===== src/rtl/sreg_skid_stage.sv =====
// Registered valid/ready stage with a 2-entry skid buffer behind the signed 2:1 mux.
// in_ready and out_valid are decoded from state flops only, so no ready path crosses the stage.
module sreg_skid_stage #(
  parameter int DATAWIDTH = 8
) (
  input  logic                        Clk,
  input  logic                        Rst,
  input  logic signed [DATAWIDTH-1:0] in_d,
  input  logic                        in_sel,
  input  logic                        in_valid,
  output logic                        in_ready,
  output logic signed [DATAWIDTH-1:0] out_d,
  output logic                        out_sel,
  output logic                        out_valid,
  input  logic                        out_ready,
  output logic [1:0]                  occupancy
);

  typedef enum logic [1:0] {
    EMPTY = 2'd0,
    ONE   = 2'd1,
    FULL  = 2'd2
  } state_t;

  state_t                      state_reg;
  state_t                      state_next;
  logic signed [DATAWIDTH-1:0] main_d_reg;
  logic                        main_sel_reg;
  logic signed [DATAWIDTH-1:0] skid_d_reg;
  logic                        skid_sel_reg;

  logic in_fire;
  logic out_fire;
  logic load_main_in;
  logic load_main_skid;
  logic load_skid;

  assign in_fire  = in_valid & in_ready;
  assign out_fire = out_valid & out_ready;

  always_ff @(posedge Clk or negedge Rst) begin
    if (!Rst) begin
      state_reg <= EMPTY;
    end else begin
      state_reg <= state_next;
    end
  end

  always_comb begin
    state_next     = state_reg;
    load_main_in   = 1'b0;
    load_main_skid = 1'b0;
    load_skid      = 1'b0;
    case (state_reg)
      EMPTY: begin
        if (in_fire) begin
          load_main_in = 1'b1;
          state_next   = ONE;
        end
      end
      ONE: begin
        if (in_fire && out_fire) begin
          load_main_in = 1'b1;
        end else if (in_fire) begin
          load_skid  = 1'b1;
          state_next = FULL;
        end else if (out_fire) begin
          state_next = EMPTY;
        end
      end
      FULL: begin
        // in_ready is low here, so only the consumer side can move.
        if (out_fire) begin
          load_main_skid = 1'b1;
          state_next     = ONE;
        end
      end
      default: begin
        state_next = EMPTY;
      end
    endcase
  end

  always_comb begin
    out_valid = (state_reg != EMPTY);
    in_ready  = (state_reg != FULL);
    occupancy = state_reg;
  end

  // Main reg keeps its last value after a drain; only reset clears it.
  always_ff @(posedge Clk or negedge Rst) begin
    if (!Rst) begin
      main_d_reg   <= '0;
      main_sel_reg <= 1'b0;
      skid_d_reg   <= '0;
      skid_sel_reg <= 1'b0;
    end else begin
      if (load_main_in) begin
        main_d_reg   <= in_d;
        main_sel_reg <= in_sel;
      end else if (load_main_skid) begin
        main_d_reg   <= skid_d_reg;
        main_sel_reg <= skid_sel_reg;
      end
      if (load_skid) begin
        skid_d_reg   <= in_d;
        skid_sel_reg <= in_sel;
      end
    end
  end

  assign out_d   = main_d_reg;
  assign out_sel = main_sel_reg;

endmodule


===== config.mk =====
export PLATFORM = sky130hd
export DESIGN_NAME = sreg_skid_stage
export DESIGN_NICKNAME = d
export VERILOG_FILES = /design/src/rtl/sreg_skid_stage.sv
export SDC_FILE = /design/constraint.sdc
export NUM_CORES = 1
export LEC_CHECK = 0
export ABC_AREA = 1
export CAP_MARGIN = 25
export CORE_AREA = 2 2 50 52
export DETAILED_ROUTE_END_ITERATION = 10
export DIE_AREA = 0 0 52 54
export PLACE_DENSITY = 0.79
export SLEW_MARGIN = 20
export SYNTH_ARGS = -nofsm -noshare
export SYNTH_HDL_FRONTEND = slang
export SYNTH_SLANG_ARGS = --single-unit

===== constraint.sdc =====
create_clock -name Clk -period 1.23 [get_ports Clk]
set_clock_uncertainty 0.05 [all_clocks]
set_input_delay 0.246 -clock Clk [delete_from_list [all_inputs] [get_ports Clk]]
set_output_delay 0.246 -clock Clk [all_outputs]
set_load 0.02 [all_outputs]

==> results of run 1 <==
synth_stat cells:
| library cell | count |
|---|---|
| buf_6 | 3 |
| nand3_1 | 13 |
| nand2_2 | 1 |
| nand2_1 | 27 |
| dfrtp_1 | 20 |
| inv_2 | 1 |
| o21ai_0 | 7 |
| nand2_4 | 2 |
| inv_1 | 18 |
| o21ai_1 | 8 |
| nand4_1 | 2 |
| nand3_2 | 12 |
| nor2_4 | 1 |
| buf_4 | 2 |
where the power goes:
group          internal [mW]  switching [mW]  total, mW
clock                  0.329           0.209      0.538
combinational          0.505           0.577       1.08
sequential             0.844           0.113      0.957
metal layers:
layer  track usage  routed length (microns)  up-vias  share of wire
li1              -                        -      487              -
met1         0.257                     1250      487           0.43
met2         0.342                     1470       40           0.51
met3        0.0167                      123        2          0.043
met4        0.0921                       29        0          0.010
met5             0                        0        -              0
logic make-up (layout without fill, tap and decap cells):
group | count (synthesis) | in the layout | synth area share
buffers and inverters | 24 | 78 | 0.116
flip-flops | 20 | 20 | 0.484
AO/OA/AOI/OAI | 15 | 15 | 0.0725
AND/OR/NAND/NOR | 58 | 59 | 0.328
critical path, delay by kind of cell, from the launching register on:
| family | cells | cell delay, ns |
|---|---|---|
| and+or+nand+nor | 4 | 0.38 |
| AOI/OAI and AO/OA | 1 | 0.14 |
| buffers and inverters | 2 | 0.29 |
| DFF | 1 | 0.45 |
cell type report:
class,count,area (sq um),share of cell area
Clock inverter,1,30.0,0.0183
Clock buffer,3,22.5,0.0137
Timing Repair Buffer,55,465,0.283
Inverter,19,73.8,0.0449
Tap cell,30,37.5,0.0228
Multi-Input combinational cell,74,512,0.311
Sequential cell,20,502,0.305
path summary, 6_finish.rpt:
check | from | endpoint | cells after the start
setup / recovery | occupancy[1] | out_d[0] | 7
max in group asynchronous | Rst | occupancy[1] | 2
min in group Clk | skid_d_reg[6] | skid_d_reg[6] | 2
setup reg to reg | occupancy[1] | out_d[0] | 7
hold reg to reg | skid_d_reg[6] | skid_d_reg[6] | 2
hold / removal | Rst | out_d[3] | 2
timing repair:
item | CTS | global route
endpoints found under the hold margin | 0 | 0
buffers inserted | 3 | 3
pin swaps | 2 | 8
resized for setup | 69 | 21
endpoints found under the setup margin | 33 | 24
gates cloned | 1 | 0
==> results.md, run 1 <==
* Share of the synthesized area in the top cell type at 0.484
* Placement row count at 18
* Clock transition at the register clock pins on the worst setup and hold paths after CTS at approximately 0.12 ns
* Synthesized netlist net count at 130
* Worst path cell trace: buf_6 -> nor2_4 -> buf_12 -> nand2_8 -> o21ai_0 -> nand2_1 -> nand2_1
* Via-per-instance ratio at 5.03
* Total DRC errors in the routed layout at 0
* Layout cell share with drive strength beyond 1 at 0.494
* Number of buffers inserted during clock tree synthesis at 3
* Syn. warnings at 0
* Critical setup path kind: reg2reg
* Worst-case vdd ir drop at 1270 uV
* Achievable frequency at 0.737 GHz
* Max capacitance violation total at 0
* Diodes inserted at 0
* Accumulated negative setup slack at -1.37 ns
* Kind of end point of the critical path: flip-flop
* Post-placement cell count at 191
* Area post-placement at ~0.0015 sq mm
* Wire length of the first global-routing pass at 4.06 mm
* Die width at 52 microns
* Final ANT Viol Nets at 0
* Fillers at 150
* Effective utilization at floorplan at 0.446
* Final Instance Count excl. Fillers at roughly 200
* H-tree depth reported by CTS at 1
* Routed Wire Length at 2.88 mm
* Detailed-router iteration count before antenna repair at 4
* Flip-flop and latch count after synthesis at 20
* Routability congestion estimate from global placement at 0.739
* Shortest period the worst path allows at ~1.4 ns
* Antenna violations before repair at 0
* Total Routing Usage GR at 0.200
* Vias in the first global route at 917
* Number of max-slew violations in the final report at 0
* Post-place setup slack at -0.309 ns
* Final setup violating endpoints at 21
* Leftover overflow at the end of global routing at 0
* Clock insertion delay at the later pin of the skew report at approximately 0.30 ns
* Post-Syn Instances at ~120
* Avg Synthesized Cell Area at 8.84 sq um
* Clock tree root driver cell: clkbuf_4
* Slowest-stage cell, CP: dfrtp_2
* Leakage power at 0.846 nW
* Violations in the final reports: negative setup slack
* Period utilization at 1.10
* Final hold slack at around 0.21 ns
* Data arrival, critical path at between 1.5 and 2 ns
* Final hold violations at 0
* Core Util, Final at 0.708
* HPWL after DPL at between 1.5 and 2 mm
* Headroom to the max-slew limit at 0.840
* I/O pin cnt at 26
* Top cells by area in the synthesized netlist: dfrtp_1, nand3_2, nand2_1
* Total standard cell area after synthesis at 0.00103 sq mm
* Maximum fanout along the worst path at 17
* Number of vias in the routed layout at ~1.0k
* TritonCTS clock tree: yes
* Vert. Die Dim at ~54 microns
* Kind of launch point of the worst setup path: flip-flop
* Number of buffers inserted for hold repair after clock tree synthesis at 0
* Flop2flop setup slack at -0.13 ns
* Average routed wire per standard cell at between 10 and 15 microns
* Final #Nets at approximately 190
* Outcome: finished, violations left
* Placeable Area at about 0.0023 sq mm
* Measured slew at the worst slew-check pin at around 0.24 ns
* Pwr Total at roughly 2.6 mW
* Cell repeated most along the worst path: nand2_1
* CP required at between 1 and 1.5 ns
* Area growth from synthesis to layout at 58.8%
* RSZ-0062 raised after global routing: yes
* Class of the most critical hold timing path: in2async
* Power density over the cells at roughly 1600 mW/mm^2
* Maximum root-to-sink buffer count at 2
* Top library cells by usage in the layout, fill and taps aside: buf_4, nand2_1, dfrtp_1
* Library cells used by synthesis at 14
* Post-synth top area cell: dfrtp_1
* Detailed Route Iter0 Violations at 26
* Leading cell type in the layout, fill and taps excluded: buf_4
* Pin count of the biggest net entering global routing at 21
* Number of clock sinks seen by CTS at 20
* Critical Path Max Stage Delay at approximately 0.45 ns
* Number of I/O port buffers at 25
* Final critical-path setup slack at -0.127 ns
* Post-synthesis sequential area ratio at 0.484
* Design area at 0.00164 sq mm
* Die area at around 0.0028 sq mm
Power figures use the tool's default switching activity.
==> run 2: changes to the inputs <==
--- a/config.mk
+++ b/config.mk
@@ -7,10 +7,10 @@
 export LEC_CHECK = 0
 export ABC_AREA = 1
 export CAP_MARGIN = 25
-export CORE_AREA = 2 2 50 52
+export CORE_AREA = 2 2 43 85
 export DETAILED_ROUTE_END_ITERATION = 10
-export DIE_AREA = 0 0 52 54
-export PLACE_DENSITY = 0.79
+export DIE_AREA = 0 0 45 87
+export PLACE_DENSITY = 0.59
 export SLEW_MARGIN = 20
 export SYNTH_ARGS = -nofsm -noshare
 export SYNTH_HDL_FRONTEND = slang
==> run 2 against run 1 <==
  * The run still ends with negative setup slack left
  * Global-route usage down 6.2 points
  * Largest cell class unchanged
  * Critical path type unchanged
  * Count of clock-buffer cells in the layout up 1
  * Final area up 0.76%
==> results.md, run 2 (synthesis results as in run 1) <==
* Die area at 0.00392 sq mm
* Achievable frequency at 0.774 GHz
* Class of the most critical hold timing path: in2async
* Measured slew at the worst slew-check pin at roughly 0.31 ns
* Area growth from synthesis to layout at 60.0%
* Average routed wire per standard cell at between 10 and 15 microns
* Leftover overflow at the end of global routing at 0
* Pwr Total at 2.41 mW
* I/O pin cnt at 26
* Number of vias in the routed layout at 982
* Data arrival, critical path at between 1 and 1.5 ns
* Headroom to the max-slew limit at 0.792
* Detailed-router iteration count before antenna repair at 4
* Violations in the final reports: negative setup slack
* Final hold violations at 0
* Clock tree root driver cell: clkbuf_8
* Part of the power in registers at 0.394
* Total DRC errors in the routed layout at 0
* Placeable Area at approximately 0.0033 sq mm
* TritonCTS clock tree: yes
* Routability congestion estimate from global placement at about 0.78
* Die width at around 45 microns
* Vert. Die Dim at just under 90 microns
* Routed Wire Length at around 2.5 mm
* Number of max-slew violations in the final report at 0
* Final ANT Viol Nets at 0
* Number of I/O port buffers at 25
* Portion of total power attributed to combinational logic at 0.420
* Post-place setup slack at -0.287 ns
* Maximum root-to-sink buffer count at 2
* Clock insertion delay at the later pin of the skew report at roughly 0.26 ns
* Leading cell type in the layout, fill and taps excluded: nand2_1
* Critical setup path kind: reg2reg
* Net Switching at between 0.8 and 0.9 mW
* Power density over the cells at around 1500 mW/mm^2
* Area taken by flip-flops and latches at 502 sq um
* Final critical-path setup slack at -0.0626 ns
* Part of the total power dissipated in the clock network at 0.186
* Kind of end point of the critical path: flip-flop
* Wire length of the first global-routing pass at between 4 and 5 mm
* Total Routing Usage GR at 0.138
* Shortest period the worst path allows at around 1.3 ns
* HPWL after DPL at 1.59 mm
* Number of clock sinks seen by CTS at 20
* Pin count of the biggest net entering global routing at 21
* Max capacitance violation total at 0
* Design area at approximately 0.0017 sq mm
* Layout cell share with drive strength beyond 1 at 0.457
* Period utilization at 1.05
* Top library cells by usage in the layout, fill and taps aside: nand2_1, buf_4, dfrtp_1
* Final setup violating endpoints at 16
* Via-per-instance ratio at approximately 4.8
* Effective utilization at floorplan at 0.313
* Diodes inserted at 0
* Sw Ratio at 0.352
* Fillers at 332
* Maximum fanout along the worst path at 7
* Multi-input gate area in the final layout at about 520 sq um
* Worst path cell trace: buf_6 -> nor2_4 -> buf_12 -> buf_12 -> nand3_2 -> nand2_1 -> nand2_1
* Kind of launch point of the worst setup path: flip-flop
* Slowest-stage cell, CP: dfrtp_2
* Number of buffers inserted during clock tree synthesis at 3
* Detailed Route Iter0 Violations at 22
* Area post-placement at between 0.001 and 0.0015 sq mm
* Placement row count at 30
* Int Power at approximately 1.6 mW
* Antenna violations before repair at 0
* Critical Path Max Stage Delay at ~0.43 ns
* CP required at approximately 1.3 ns
* Final hold slack at 0.278 ns
* Worst-case vdd ir drop at between 900 and 1000 uV
* Outcome: finished, violations left
* Leakage power at ~0.85 nW
* RSZ-0062 raised after global routing: yes
* Number of buffers inserted for hold repair after clock tree synthesis at 0
* Vias in the first global route at approximately 930
* H-tree depth reported by CTS at 1
* Clock transition at the register clock pins on the worst setup and hold paths after CTS at about 0.070 ns
* Final #Nets at 187
run 2: final cells by class:
type | count | share of cell area
multi-input combinational | 75 | 0.314
timing repair buffer | 55 | 0.289
inverter | 19 | 0.0431
sequential | 20 | 0.303
clock buffer | 4 | 0.0272
tap | 32 | 0.0242
run 2: routing by layer:
metal / track usage / wire length [microns]
met5: 0 / 0
met1: 0.182 / 1050
met3: 0.0187 / 103
met2: 0.225 / 1270
met4: 0.0481 / 98
run 2: power by group through the flow:
stage                     Clock, mW  Combinational (mW)  Sequential [mW]
after global placement            0               0.955            0.951
after detailed placement          0               0.964            0.956
final                         0.447                1.01            0.947
after floorplan                   0               0.358             1.07
after global routing          0.489                1.11            0.972
after CTS                     0.447                1.00            0.949
run 2: repair_timing:
item                                    CTS  global route
endpoints found under the setup margin   32            32
gates cloned                              1             1
pin swaps                                 1             4
setup buffers                             3             1
resized for setup                        56            22
run 2: worst paths after layout:
check	startpoint	to	slack, ns	depth (start not counted)
max in group asynchronous	Rst	occupancy[1]	0.71	2
min in group Clk	skid_d_reg[1]	skid_d_reg[1]	0.43	2
worst max register to register	occupancy[1]	out_d[5]	-0.06	7
worst max-delay path	occupancy[1]	out_d[5]	-0.06	7
worst min-delay path	Rst	out_d[1]	0.28	2
worst min register to register	skid_d_reg[1]	skid_d_reg[1]	0.43	2
run 2: per-stage QoR:
step / instances / setup TNS, ns / util
4_1_cts: 203 / -0.186 / 0.496
3_5_place_dp: 195 / -6.01 / 0.450
5_1_grt: 205 / -1.72 / 0.501
6_report: 205 / -0.539 / 0.501
3_3_place_gp: 195 / -5.58 / 0.450
2_1_floorplan: 117 / 0 / -
run 2: critical path, delay by kind of cell, from the launching register on:
kind | cells | cell delay (ns)
buffers and inverters | 3 | 0.41
flip-flops | 1 | 0.43
AND/OR/NAND/NOR | 4 | 0.28
